### src/rtl/movegen_sequencer.sv
// Sequencer for the move-generation array: clear, propagate for a fixed time,
// then scan every (square, direction) word and stream the non-zero ones out.
module movegen_sequencer #(
  parameter  int PROP_CYCLES = 8,
  parameter  int NUM_SQ      = 64,
  parameter  int NUM_DIR     = 16,
  localparam int SQ_W        = (NUM_SQ  > 1) ? $clog2(NUM_SQ)  : 1,
  localparam int DIR_W       = (NUM_DIR > 1) ? $clog2(NUM_DIR) : 1
) (
  input  logic             clk,
  input  logic             rst,
  input  logic             start,
  input  logic             abort,
  input  logic             engine_color,
  output logic             sq_clear,
  output logic             sq_enable,
  output logic             sq_color,
  output logic [SQ_W-1:0]  scan_sq,
  output logic [DIR_W-1:0] scan_dir,
  input  logic [31:0]      scan_move,
  output logic             mv_valid,
  input  logic             mv_ready,
  output logic [31:0]      mv_data,
  output logic             busy,
  output logic             done,
  output logic [7:0]       move_count
);

  localparam int PC_W = (PROP_CYCLES > 1) ? $clog2(PROP_CYCLES) : 1;
  localparam logic [PC_W-1:0]  PC_LAST  = PC_W'(PROP_CYCLES - 1);
  localparam logic [SQ_W-1:0]  SQ_LAST  = SQ_W'(NUM_SQ - 1);
  localparam logic [DIR_W-1:0] DIR_LAST = DIR_W'(NUM_DIR - 1);

  typedef enum logic [2:0] {
    S_IDLE, S_CLEAR, S_PROP, S_SCAN, S_FLUSH, S_DONE
  } state_t;

  state_t          state, state_nxt;
  logic [PC_W-1:0] prop_cnt;
  logic            kill, take, move_nz, slot_free, load, step, at_last, prop_end;

  assign kill      = abort && (state != S_IDLE);
  assign take      = (state == S_IDLE) && start;
  assign move_nz   = (scan_move != 32'd0);
  assign slot_free = !mv_valid || mv_ready;
  // abort wins over a load in the same cycle so move_count holds on abort
  assign load      = (state == S_SCAN) && move_nz && slot_free && !abort;
  assign step      = (state == S_SCAN) && (!move_nz || slot_free) && !abort;
  assign at_last   = (scan_sq == SQ_LAST) && (scan_dir == DIR_LAST);
  assign prop_end  = (state == S_PROP) && (prop_cnt == PC_LAST);

  always_ff @(posedge clk or posedge rst) begin
    if (rst) state <= S_IDLE;
    else     state <= state_nxt;
  end

  always_comb begin
    state_nxt = state;
    sq_clear  = 1'b0;
    sq_enable = 1'b0;
    busy      = 1'b1;
    done      = 1'b0;
    case (state)
      S_IDLE: begin
        busy = 1'b0;
        if (start) state_nxt = S_CLEAR;
      end
      S_CLEAR: begin
        sq_clear  = 1'b1;
        state_nxt = S_PROP;
      end
      S_PROP: begin
        sq_enable = 1'b1;
        if (prop_cnt == PC_LAST) state_nxt = S_SCAN;
      end
      S_SCAN:  if (step && at_last) state_nxt = S_FLUSH;
      S_FLUSH: if (slot_free) state_nxt = S_DONE;
      S_DONE: begin
        done      = 1'b1;
        state_nxt = S_IDLE;
      end
      default: state_nxt = S_IDLE;
    endcase
    if (kill) state_nxt = S_IDLE;
  end

  always_ff @(posedge clk or posedge rst) begin
    if (rst) begin
      prop_cnt   <= '0;
      sq_color   <= 1'b0;
      move_count <= 8'd0;
      scan_sq    <= '0;
      scan_dir   <= '0;
      mv_valid   <= 1'b0;
      mv_data    <= 32'd0;
    end else begin
      if (state == S_PROP && !prop_end) prop_cnt <= prop_cnt + PC_W'(1);
      else                              prop_cnt <= '0;

      if (take) begin
        sq_color   <= engine_color;
        move_count <= 8'd0;
      end else if (load && move_count != 8'hFF) begin
        move_count <= move_count + 8'd1;
      end

      if (prop_end) begin
        scan_sq  <= '0;
        scan_dir <= '0;
      end else if (step && !at_last) begin
        if (scan_dir == DIR_LAST) begin
          scan_dir <= '0;
          scan_sq  <= scan_sq + SQ_W'(1);
        end else begin
          scan_dir <= scan_dir + DIR_W'(1);
        end
      end

      if (kill)          mv_valid <= 1'b0;
      else if (load)     mv_valid <= 1'b1;
      else if (mv_ready) mv_valid <= 1'b0;

      if (load) mv_data <= scan_move;
    end
  end

endmodule

### config.mk
export PLATFORM = sky130hd
export DESIGN_NAME = movegen_sequencer
export DESIGN_NICKNAME = d
export VERILOG_FILES = /design/src/rtl/movegen_sequencer.sv
export SDC_FILE = /design/constraint.sdc
export NUM_CORES = 1
export LEC_CHECK = 0
export ABC_AREA = 1
export BUFFER_PORTS_ARGS = -buffer_cell sky130_fd_sc_hd__clkbuf_2
export CAP_MARGIN = 20
export CORE_MARGIN = 1
export CORE_UTILIZATION = 25
export DETAILED_ROUTE_END_ITERATION = 7
export SLEW_MARGIN = 20
export SYNTH_ARGS = -nofsm -noshare
export SYNTH_HDL_FRONTEND = slang
export SYNTH_SLANG_ARGS = --single-unit
export TNS_END_PERCENT = 20
### constraint.sdc
create_clock -name clk -period 1.85 [get_ports clk]
set_clock_uncertainty 0.05 [all_clocks]
set_input_delay 0.0925 -clock clk [delete_from_list [all_inputs] [get_ports clk]]
set_output_delay 0.0925 -clock clk [all_outputs]
set_load 0.1 [all_outputs]
# After elaboration in Yosys (flattened, before gate mapping)
# Index checks and enable logic that the tools add are counted.
# classes
addsub	4
eq_ne	13
mux	22
reduce_logical	29
# ops
operator	n
32-bit nonzero test	1
3-bit 2-to-1 mux	6
6-bit 2-to-1 mux	3
8-bit 2-to-1 mux	2
3-bit one-hot mux with 5 select lines	1
1-bit logical AND	13
4-bit 2-to-1 mux	3
3-bit == test (second input constant)	3
8-bit by 1-bit adder with 8-bit output (second input constant)	1
8-bit != test (second input constant)	1
1-bit 2-to-1 mux	7
6-bit by 1-bit adder with 6-bit output (second input constant)	1
3-bit by 2-bit == test with 1-bit output (second input constant)	2
6-bit == test (second input constant)	1
3-bit by 2-bit != test with 1-bit output (second input constant)	2
3-bit != test (second input constant)	2
2-bit nonzero test	3
3-bit nonzero test	2
1-bit logical NOT	5
4-bit by 1-bit adder with 4-bit output (second input constant)	1
4-bit == test (second input constant)	1
4-bit AND reduction	1
3-bit by 1-bit adder with 3-bit output (second input constant)	1
3-bit by 1-bit == test with 1-bit output (second input constant)	1
3 further kinds	4
# totals
ff_bits	58
inputBits	38
output_inout_bits	56
elab_cells	76

# Depth between registers and ports, before layout
# Gate-level depths: netlist of the first run.
# depth
word_depth	9
ltp_mapped	10
mapped_depth_nobuf	10

# Worst setup path before layout of the first run
# No wires, ideal clock.
# synth_timing
path_type	register -> register
start	register state[2]
end	register state[1]
setup_time_ns	0.063
t_arrival_ns	2.990
required_ns	1.737
setup_slack_ns	-1.252
stages_incl_launch_ff	6
synth_period_minus_slack_ns	3.102
cell_sequence	dfrtp_1 nor3_1 o21ai_0 nand3_1 nand2_1 inv_1
# synth_via
elab_chain_len	6
word_cells_on_any_way	17
classes_between	eq/ne (8); mux (2); reduce/logical (7)
# synth_lines
element	line	source
from (decl)	38	state_t state, state_nxt;
from (signal assigned)	54	else state <= state_nxt;
3-bit by 2-bit == test with 1-bit output	48, 63	
1-bit logical AND (2 in series)	48	assign step = (state == S_SCAN) && (!move_nz || slot_free) && !abort;
1-bit logical AND	76	S_SCAN: if (step && at_last) state_nxt = S_FLUSH;
3-bit by 2-bit != test with 1-bit output (no source line)	-	
4-bit AND reduction (no source line)	-	
# Several ways; a longest one is shown, not always the timed one.
# A chain may end at the register's enable or synchronous reset.

# Worst setup path after layout of the first run
# layout_timing
start	input port scan_move[2]
end	register mv_data[18]
# layout_via
elab_chain_len	4
# layout_lines
element	line	source
from (decl)	20	input logic [31:0] scan_move,
32-bit nonzero test	44	assign move_nz = (scan_move != 32'd0);
1-bit logical AND (3 in series)	47	assign load = (state == S_SCAN) && move_nz && slot_free && !abort;
to (signal assigned)	123	if (load) mv_data <= scan_move;
to (decl)	23	output logic [31:0] mv_data,
# Every way passes these cells.

==> metrics.csv, run 1 <==
metric,value,unit
crit_chain,dlygate4sd3_1 -> clkbuf_2 -> nor2_1 -> nand2_1 -> nor2_1 -> nand2_2 -> nor2_4 -> nor2_4 -> buf_4 -> buf_4 -> nand2_1 -> nand2_1,
max_cap_viol_count,0,
drt-wirelength-per-cell,12.2,um
initial_core_util,26.0,%
synth_area_leaders,"dfrtp_1, nand2_1, nand3_1",
yosysTopAreaCell,dfrtp_1,
relSlewSlack,62.3,%
core_area,10900,sq um
async_flop_share,100,%
critPathSlowestCell,dlygate4sd3_1,
grt-ovfl-total,0,
antenna_found_initial,0,
post-route-util,38.6,%
critPathCaptureType,register,
seq_area_frac_synth,51.1,%
vias,2742,
period_share,92.5,%
min_period,1.71,ns
critPathTopFamily,buffers and inverters,
die_h,109,um
min_path_type,input pin to register,
routed_wl,7.74,mm
cts_buffer_depth,2,
cp.required,2.00,ns
cpMostUsedCell,nand2_1,
synth_area_per_cell,8.09,sq um
r2r-end,mv_data[29],
tightest_slew,0.568,ns
io_pins,94,
multiInputGateArea,1270,sq um
fp.dieW,109,um
place_congestion,0.814,
cpPeakStageDelay,0.55,ns
seqCellArea,1460,sq um
cts_setup_buffers,0,
min-delay-start,abort,
cts_tree,done,
clkSlewWorstSetupHoldPaths,0.05,ns
grt_pass1_wl,12.4,mm
first_pass_iters,4,
cts.sinks,58,
rsz0062_at_grt,false,
outcome,completed,
synth_flop_cell,dfrtp_1,
setup_viol,0,
max_freq,584,MHz
synth-seq-cells,58,
ant_nets,0,
port_buffers,93,
fin_hold_ws,0.0680,ns
r2r-start,state[2],
dp_hpwl,5.42,mm
yosysMostFrequentCell,nand2_1,
clock_latency,0.32,ns
min_to,mv_valid,
start_kind,input pin,
route.detailed.drc,0,
row_count,38,
cp.depth,12,
n_antenna_cell,0,
dp_slack,0.0817,ns
path_max_fanout,18,
min_path_cells,4,
r2r_slack,0.17,ns
synth_area,2840,sq um
drt-initial-drc-count,147,
cts_buffers,9,
synth_top_area_share,51.1,%
rr_worst_depth,9,
synthCells,351,
critPathKind,input pin to register,
synth_commonest_cells,"nand2_1, dfrtp_1, nor2_1",
yosysWarnings,0,
synth_cell_types,27,
finish.instance_area,4230,sq um
syn_nets,394,
crit_arrival,1.87,ns
final_max_slew_viol_count,0,
synth-edff-count,0,
h-tree-depth,3,
critPathBufInv,4,
fillCellCount,1136,
hold_violations,0,
grt_pass1_vias,2639,
grt_max_degree,59,
setup_ws,0.138,ns
post_dp_cell_area,3560,sq um
syn_to_final_growth,48.8,%
viasPerCell,4.32,
fin_nets,532,
root_buffer,clkbuf_16,
drive_gt1_share,30.0,%
die_area,11800,sq um
track_usage,13.5,%
## final cells by class
cell class / count / share of cell area (%)
flip-flops and latches: 58 / 34.6
well taps: 140 / 4.15
clock buffers: 14 / 6.49
clock inverters: 2 / 0.829
multi-input cells: 254 / 30.0
inverters: 30 / 2.75
repair buffers: 136 / 21.1
## what timing repair did
action | 4_1_cts | 5_1_grt
gates resized for setup | 0 | 6
endpoints found under the setup margin | 0 | 41
endpoints found under the hold margin | 91 | 0
hold buffers | 34 | 0
## metrics by stage
stage	std cells	setup TNS [ns]
after floorplan	351	-3.95
after global placement	584	0
after detailed placement	584	0
after CTS	634	0
after global routing	634	0
final	634	0
## placed cells by master (no fill, tap or decap), types with 2 or more instances in the layout
master         count
buf_4              8
clkbuf_2          92
nor3_2             2
xor2_1            10
inv_2              3
ha_4               2
ha_1               3
dfrtp_1           48
dfrtp_2           10
nor2_1            30
o21ai_1            9
inv_1             24
clkbuf_1           2
nand4_1           10
nand2_2            3
clkbuf_16          9
dlygate4sd3_1     34
o21ai_0            6
clkbuf_8           3
nor2_4             3
nand2_1          136
nand3_1           25
nor3_1             5
clkinv_2           2
## layer usage
layer  vias to the layer above  wire [um]  global-route usage, %
li1                       1394          -                      -
met1                      1265       3570                   16.8
met2                        75       3650                   22.6
met3                         8        444                   3.50
met4                         0         79                   4.44
met5                         -          0                      0
## cells by family after synthesis
kind of cell | share of synthesized area (%)
compound gates | 4.36
xor+xnor | 3.08
fa+ha+maj | 2.20
buf+inv | 6.48
flops | 51.1
mux | 0.396
simple gates | 32.4
## worst max path at each step
stage             startpoint       endpoint  slack, ns
6_report        scan_move[2]    mv_data[18]       0.14
3_3_place_gp   scan_move[29]    mv_data[27]       0.12
2_1_floorplan  move_count[1]  move_count[3]      -0.42
5_1_grt        scan_move[11]    mv_data[18]     0.0004
3_5_place_dp   scan_move[29]    mv_data[27]       0.08
4_1_cts         scan_move[5]    mv_data[27]      0.005
## worst min-delay path: cells and delay by family
| family | cells | cell delay (ns) |
|---|---|---|
| AND/OR/NAND/NOR | 3 | 0.22 |
| buffers and inverters | 1 | 0.09 |
## registers in the layout, summed over array words and instances (netlist names)
signal / count
sq_color: 1
mv_valid: 1
state: 3
scan_sq: 6
scan_dir: 4
move_count: 8
prop_cnt: 3
mv_data: 32
Power of run 1 is left out: the tool's default activity adds up to more than one toggle a clock period on the data nets, which glitch-free logic cannot reach.
==> run 2: changes to the inputs <==
Settings changed: PLACE_DENSITY set to 0.48.
==> run 2 against run 1 <==
  * Final area down 0.18%
  * Worst setup slack got worse by 0.027 ns
  * Routed wire length shrank 1.4%
  * Global-route usage up 0.36 points
  * Register-to-register slack better by 0.06 ns
  * Sequential share of layout area is 0.062 points higher
  * Fmax fell by 1.6%
  * Cell count increased by 0.47%
  * Flip-flop and latch count is the same
  * Non-clock buffer count is 4 higher
  * First-iteration DRC count fell by 21%
  * Worst hold slack lost 0.0073 ns
  * Largest cell class unchanged
==> metrics.csv, run 2 (synthesis results as in run 1) <==
metric,value,unit,change
outcome,completed,,
rsz0062_at_grt,false,,
fillCellCount,1136,,unchanged
relSlewSlack,61.8,%,-0.54 points
vias,2718,,-0.88%
row_count,38,,unchanged
port_buffers,93,,unchanged
drt-initial-drc-count,116,,-21%
clock_latency,0.32,ns,about the same
final_max_slew_viol_count,0,,unchanged
cts.sinks,58,,unchanged
viasPerCell,4.27,,-1.3%
start_kind,register,,
critPathCaptureType,output port,,
grt_pass1_wl,12.6,mm,+1.4%
track_usage,13.8,%,+0.36 points
top_register,mv_data,,
final_common_cell,nand2_1,,
final_cell_mix,"nand2_1, clkbuf_2, dfrtp_1",,
cp.required,1.71,ns,-0.29 ns
routed_wl,7.64,mm,-1.4%
min_period,1.74,ns,+0.0270 ns
ant_nets,0,,unchanged
drive_gt1_share,29.8,%,-0.18 points
dp_hpwl,5.33,mm,-1.7%
seqCellArea,1460,sq um,unchanged
cts_buffers,9,,unchanged
setup_viol,0,,unchanged
die_area,11800,sq um,unchanged
route.detailed.drc,0,,unchanged
post_dp_cell_area,3600,sq um,+1.1%
n_antenna_cell,0,,unchanged
max_freq,575,MHz,-1.6%
fp.dieW,109,um,unchanged
period_share,94.0,%,+1.5 points
h-tree-depth,3,,unchanged
initial_core_util,26.0,%,unchanged
critPathKind,register to output port,,
antenna_found_initial,0,,unchanged
die_h,109,um,unchanged
clkSlewWorstSetupHoldPaths,0.05,ns,about the same
multiInputGateArea,1270,sq um,unchanged
drt-wirelength-per-cell,12.0,um,-1.9%
fin_nets,536,,+0.75%
path_max_fanout,5,,-13
cts_buffer_depth,2,,unchanged
largest_register_ffs,32,,unchanged
final_cells,637,,+0.47%
grt-ovfl-total,0,,unchanged
place_congestion,0.809,,-0.65%
cts_tree,done,,
io_pins,94,,unchanged
largestRegisters,"mv_data (32), move_count (8), scan_sq (6)",,
crit_arrival,1.60,ns,-0.27 ns
tightest_slew,0.576,ns,+0.00818 ns
core_area,10900,sq um,unchanged
root_buffer,clkbuf_16,,
placed_cells_incl_taps,588,,+0.68%
max_cap_viol_count,0,,unchanged
grt_pass1_vias,2795,,+5.9%
hold_violations,0,,unchanged
min_path_type,input pin to register,,
grt_max_degree,59,,unchanged
finish.instance_area,4220,sq um,-0.18%
syn_to_final_growth,48.5,%,
first_pass_iters,4,,unchanged
[run 2: cell count changes in the layout (fill, tap and decap cells not counted), sizes merged]
cell    previous run  this run
buf               10        13
bufinv             1         0
clkbuf           106       108
clkinv             3         2
[run 2: repair_timing]
item	in CTS	in global routing
setup endpoints to repair	0	5
hold buffers	34	0
hold endpoints to repair	91	0
setup buffers	0	0
resized for setup	0	2
[run 2: final timing paths]
kind	startpoint	endpoint	slack, ns	cells after the start
worst max-delay path	state[2]	sq_enable	0.11	4
worst min-delay path	abort	mv_valid	0.06	4
worst max register to register	prop_cnt[0]	scan_sq[3]	0.23	9
worst min register to register	prop_cnt[0]	prop_cnt[0]	0.39	1
max in group asynchronous	rst	scan_sq[0]	1.15	4
min in group asynchronous	rst	mv_data[30]	0.32	4
[run 2: area by class of cell]
type / instances / area share [%]
Inverter: 30 / 2.70
Sequential cell: 58 / 34.7
Tap cell: 140 / 4.15
Multi-Input combinational cell: 254 / 30.1
Timing Repair Buffer: 140 / 22.0
Clock buffer: 15 / 6.35
[run 2: per-layer routing]
metal,up-vias,global-route usage (%),wire length (um)
li1,1403,-,-
met3,8,3.38,380
met2,78,22.3,3550
met1,1229,17.2,3640
met5,-,0,0
met4,0,6.76,70
[run 2: per-stage QoR]
stage | worst slack (ns) | TNS (ns) | util [%] | hold WS [ns]
3_5_place_dp | 0.240 | 0 | 33.0 | 0.119
2_1_floorplan | -0.419 | -3.95 | - | 0.159
5_1_grt | 0.0180 | 0 | 38.6 | 0.0906
6_report | 0.111 | 0 | 38.6 | 0.0607
4_1_cts | 0.0901 | 0 | 38.5 | 0.0478
3_3_place_gp | 0.251 | 0 | 33.0 | 0.119
[run 2: worst max-delay path: stages, from the launching register on]
cell,delay [ns]
dfrtp_1,0.44
nor2_1,0.16
nand2_1,0.08
inv_1,0.12
clkbuf_2,0.48
Power of run 2 is left out for the same reason.
==> run 3: changes to the inputs <==
Settings changed: ABC_AREA 1 to not set.
==> run 3 against run 2 <==
  * Utilization rose by 2.3 points
  * Non-clock buffer count up 18
  * Sequential share of layout area is 1.9 points lower
==> metrics.csv, run 3 <==
metric,value,unit,change
outcome,completed,,
synth_area_per_cell,9.23,sq um,+14%
grt_max_degree,59,,unchanged
antenna_found_initial,0,,unchanged
syn_nets,349,,-11%
synth_flop_cell,dfrtp_1,,
synth_area,2820,sq um,-0.57%
post-route-util,40.9,%,+2.3 points
relSlewSlack,62.8,%,+1.0 points
path_max_fanout,5,,unchanged
placed_cells_incl_taps,553,,-6.0%
rsz0062_at_grt,true,,
critPathKind,register to register,,
min_period,1.80,ns,+0.0651 ns
row_count,38,,unchanged
p_total,8.60,mW,
synthCells,306,,-13%
grt_pass1_vias,2762,,-1.2%
cts_tree,done,,
async_flop_share,100,%,unchanged
grt_pass1_wl,13.6,mm,+8.0%
die_area,11700,sq um,-0.56%
top_register,mv_data,,
final_common_cell,nand2_1,,
io_pins,94,,unchanged
power_leakage,2.18,nW,
largest_register_ffs,32,,unchanged
setup_viol,0,,unchanged
fin_tns_setup,0,ns,unchanged
track_usage,15.2,%,+1.3 points
root_buffer,clkbuf_16,,
syn_to_final_growth,58.3,%,
synth_cell_types,46,,+70%
synth-seq-cells,58,,unchanged
n_antenna_cell,0,,unchanged
synth_top_area_share,51.4,%,+0.29 points
clock_latency,0.32,ns,about the same
clkSlewWorstSetupHoldPaths,0.05,ns,about the same
critPathSlowestCell,or4_4,,
drt-wirelength-per-cell,13.9,um,+16%
critPathBufInv,2,,unchanged
initial_core_util,25.8,%,-0.15 points
final_cell_mix,"nand2_1, clkbuf_2, dfrtp_1",,
synth-edff-count,0,,unchanged
crit_arrival,2.00,ns,+0.40 ns
critPathTopFamily,simple AND/OR/NAND/NOR gates,,
yosysMostFrequentCell,nand2_1,,
r2r_slack,0.05,ns,-0.18 ns
hold_violations,0,,unchanged
core_area,10900,sq um,unchanged
die_h,108,um,-0.28%
fillCellCount,1102,,-3.0%
fin_hold_ws,0.135,ns,+0.0745 ns
min_path_type,input pin to register,,
tightest_slew,0.561,ns,-0.0152 ns
h-tree-depth,3,,unchanged
vias,2789,,+2.6%
largestRegisters,"mv_data (32), move_count (8), scan_sq (6)",,
cp.required,2.05,ns,+0.34 ns
port_buffers,93,,unchanged
synth_area_leaders,"dfrtp_1, nand2_1, nor4_2",,
route.detailed.drc,0,,unchanged
p_per_area,1920,nW/um^2,
yosysWarnings,0,,unchanged
max_freq,554,MHz,-3.6%
yosysTopAreaCell,dfrtp_1,,
first_pass_iters,5,,+1
ant_nets,0,,unchanged
drive_gt1_share,40.9,%,+11 points
cpPeakStageDelay,0.44,ns,-0.04 ns
crit_chain,inv_2 -> nor4b_4 -> buf_4 -> nand4_1 -> or4_4 -> a21oi_2,,
fp.dieW,108,um,-0.28%
cts.sinks,58,,unchanged
viasPerCell,4.59,,+7.7%
max_cap_viol_count,0,,unchanged
final_cells,607,,-4.7%
drt-initial-drc-count,94,,-19%
synth_commonest_cells,"nand2_1, dfrtp_1, nand3_1",,
place_congestion,0.789,,-2.5%
dp_hpwl,5.91,mm,+11%
grt-ovfl-total,0,,unchanged
routed_wl,8.46,mm,+11%
critPathCaptureType,register,,
max-vdd-ir-drop,1.41,mV,
period_share,97.5,%,+3.5 points
final_max_slew_viol_count,0,,unchanged
seq_area_frac_synth,51.4,%,+0.29 points
start_kind,register,,
cts_buffers,9,,unchanged
cts_buffer_depth,2,,unchanged
fin_nets,505,,-5.8%
run 3: changes by cell type after synthesis, moves of 4 or more:
cell      change
nand2_1      -27
inv_1        -23
nor2_1       -23
nand3_1      -13
xor2_1       -10
a21oi_1       +9
nand4_1       -8
nor4_2        +8
clkbuf_1      +6
o21ai_1       -6
and2_1        +5
and3_1        +5
o31ai_1       +5
a31o_2        +4
run 3: stage by stage:
stage | worst slack (ns) | instance area [sq um]
5_1_grt | -0.0401 | 4470
4_1_cts | 0.0136 | 4380
3_3_place_gp | -0.0572 | 3700
3_5_place_dp | -0.0780 | 3700
2_1_floorplan | -0.345 | 2890
6_report | 0.0461 | 4470
run 3: layout make-up:
type                    count  area (sq um)  share of cell area [%]
well taps                 140           175                    3.92
clock inverters             6          90.1                    2.02
inverters                   4          15.0                   0.336
multi-input cells         231          1410                    31.6
flip-flops and latches     58          1470                    32.8
repair buffers            158          1070                    24.0
clock buffers              10           239                    5.35
run 3: final timing paths:
check | end | cells after the start | from
max reg2reg | scan_sq[5] | 6 | state[1]
max | scan_sq[5] | 6 | state[1]
min | sq_color | 4 | start
min reg2reg | prop_cnt[0] | 1 | prop_cnt[0]
max in group asynchronous | move_count[0] | 4 | rst
min in group asynchronous | mv_data[27] | 4 | rst
run 3: cells by family after synthesis:
group	after synthesis	share of synthesized area, %
adders and majority gates	6	2.57
buffers and inverters	17	2.88
DFF	58	51.4
AOI/OAI and AO/OA	42	10.1
muxes	2	0.709
and+or+nand+nor	181	32.4
run 3: tightest hold or removal path, delay by kind of cell:
kind	cells	cell delay, ns
simple gates	3	0.26
buf+inv	1	0.11
run 3: report_power, final:
part,switching (mW),leakage (nW),internal [mW]
combinational,3.96,1.30,0.819
clock,0.606,0.159,1.22
sequential,0.283,0.724,1.71
run 3: routing by layer:
layer	track usage (%)	part of all wire (%)	vias up
li1	-	-	1377
met1	20.5	47	1332
met2	22.6	45	76
met3	4.70	7.2	4
met4	5.79	0.82	0
met5	0	0	-
run 3: timing repair:
action | 4_1_cts | 5_1_grt
hold endpoints to repair | 91 | 0
gates resized for setup | 2 | 13
hold buffers | 34 | 0
setup endpoints to repair | 2 | 22
pin swaps | 0 | 8
buffers inserted | 0 | 4
Power figures use the tool's default switching activity.
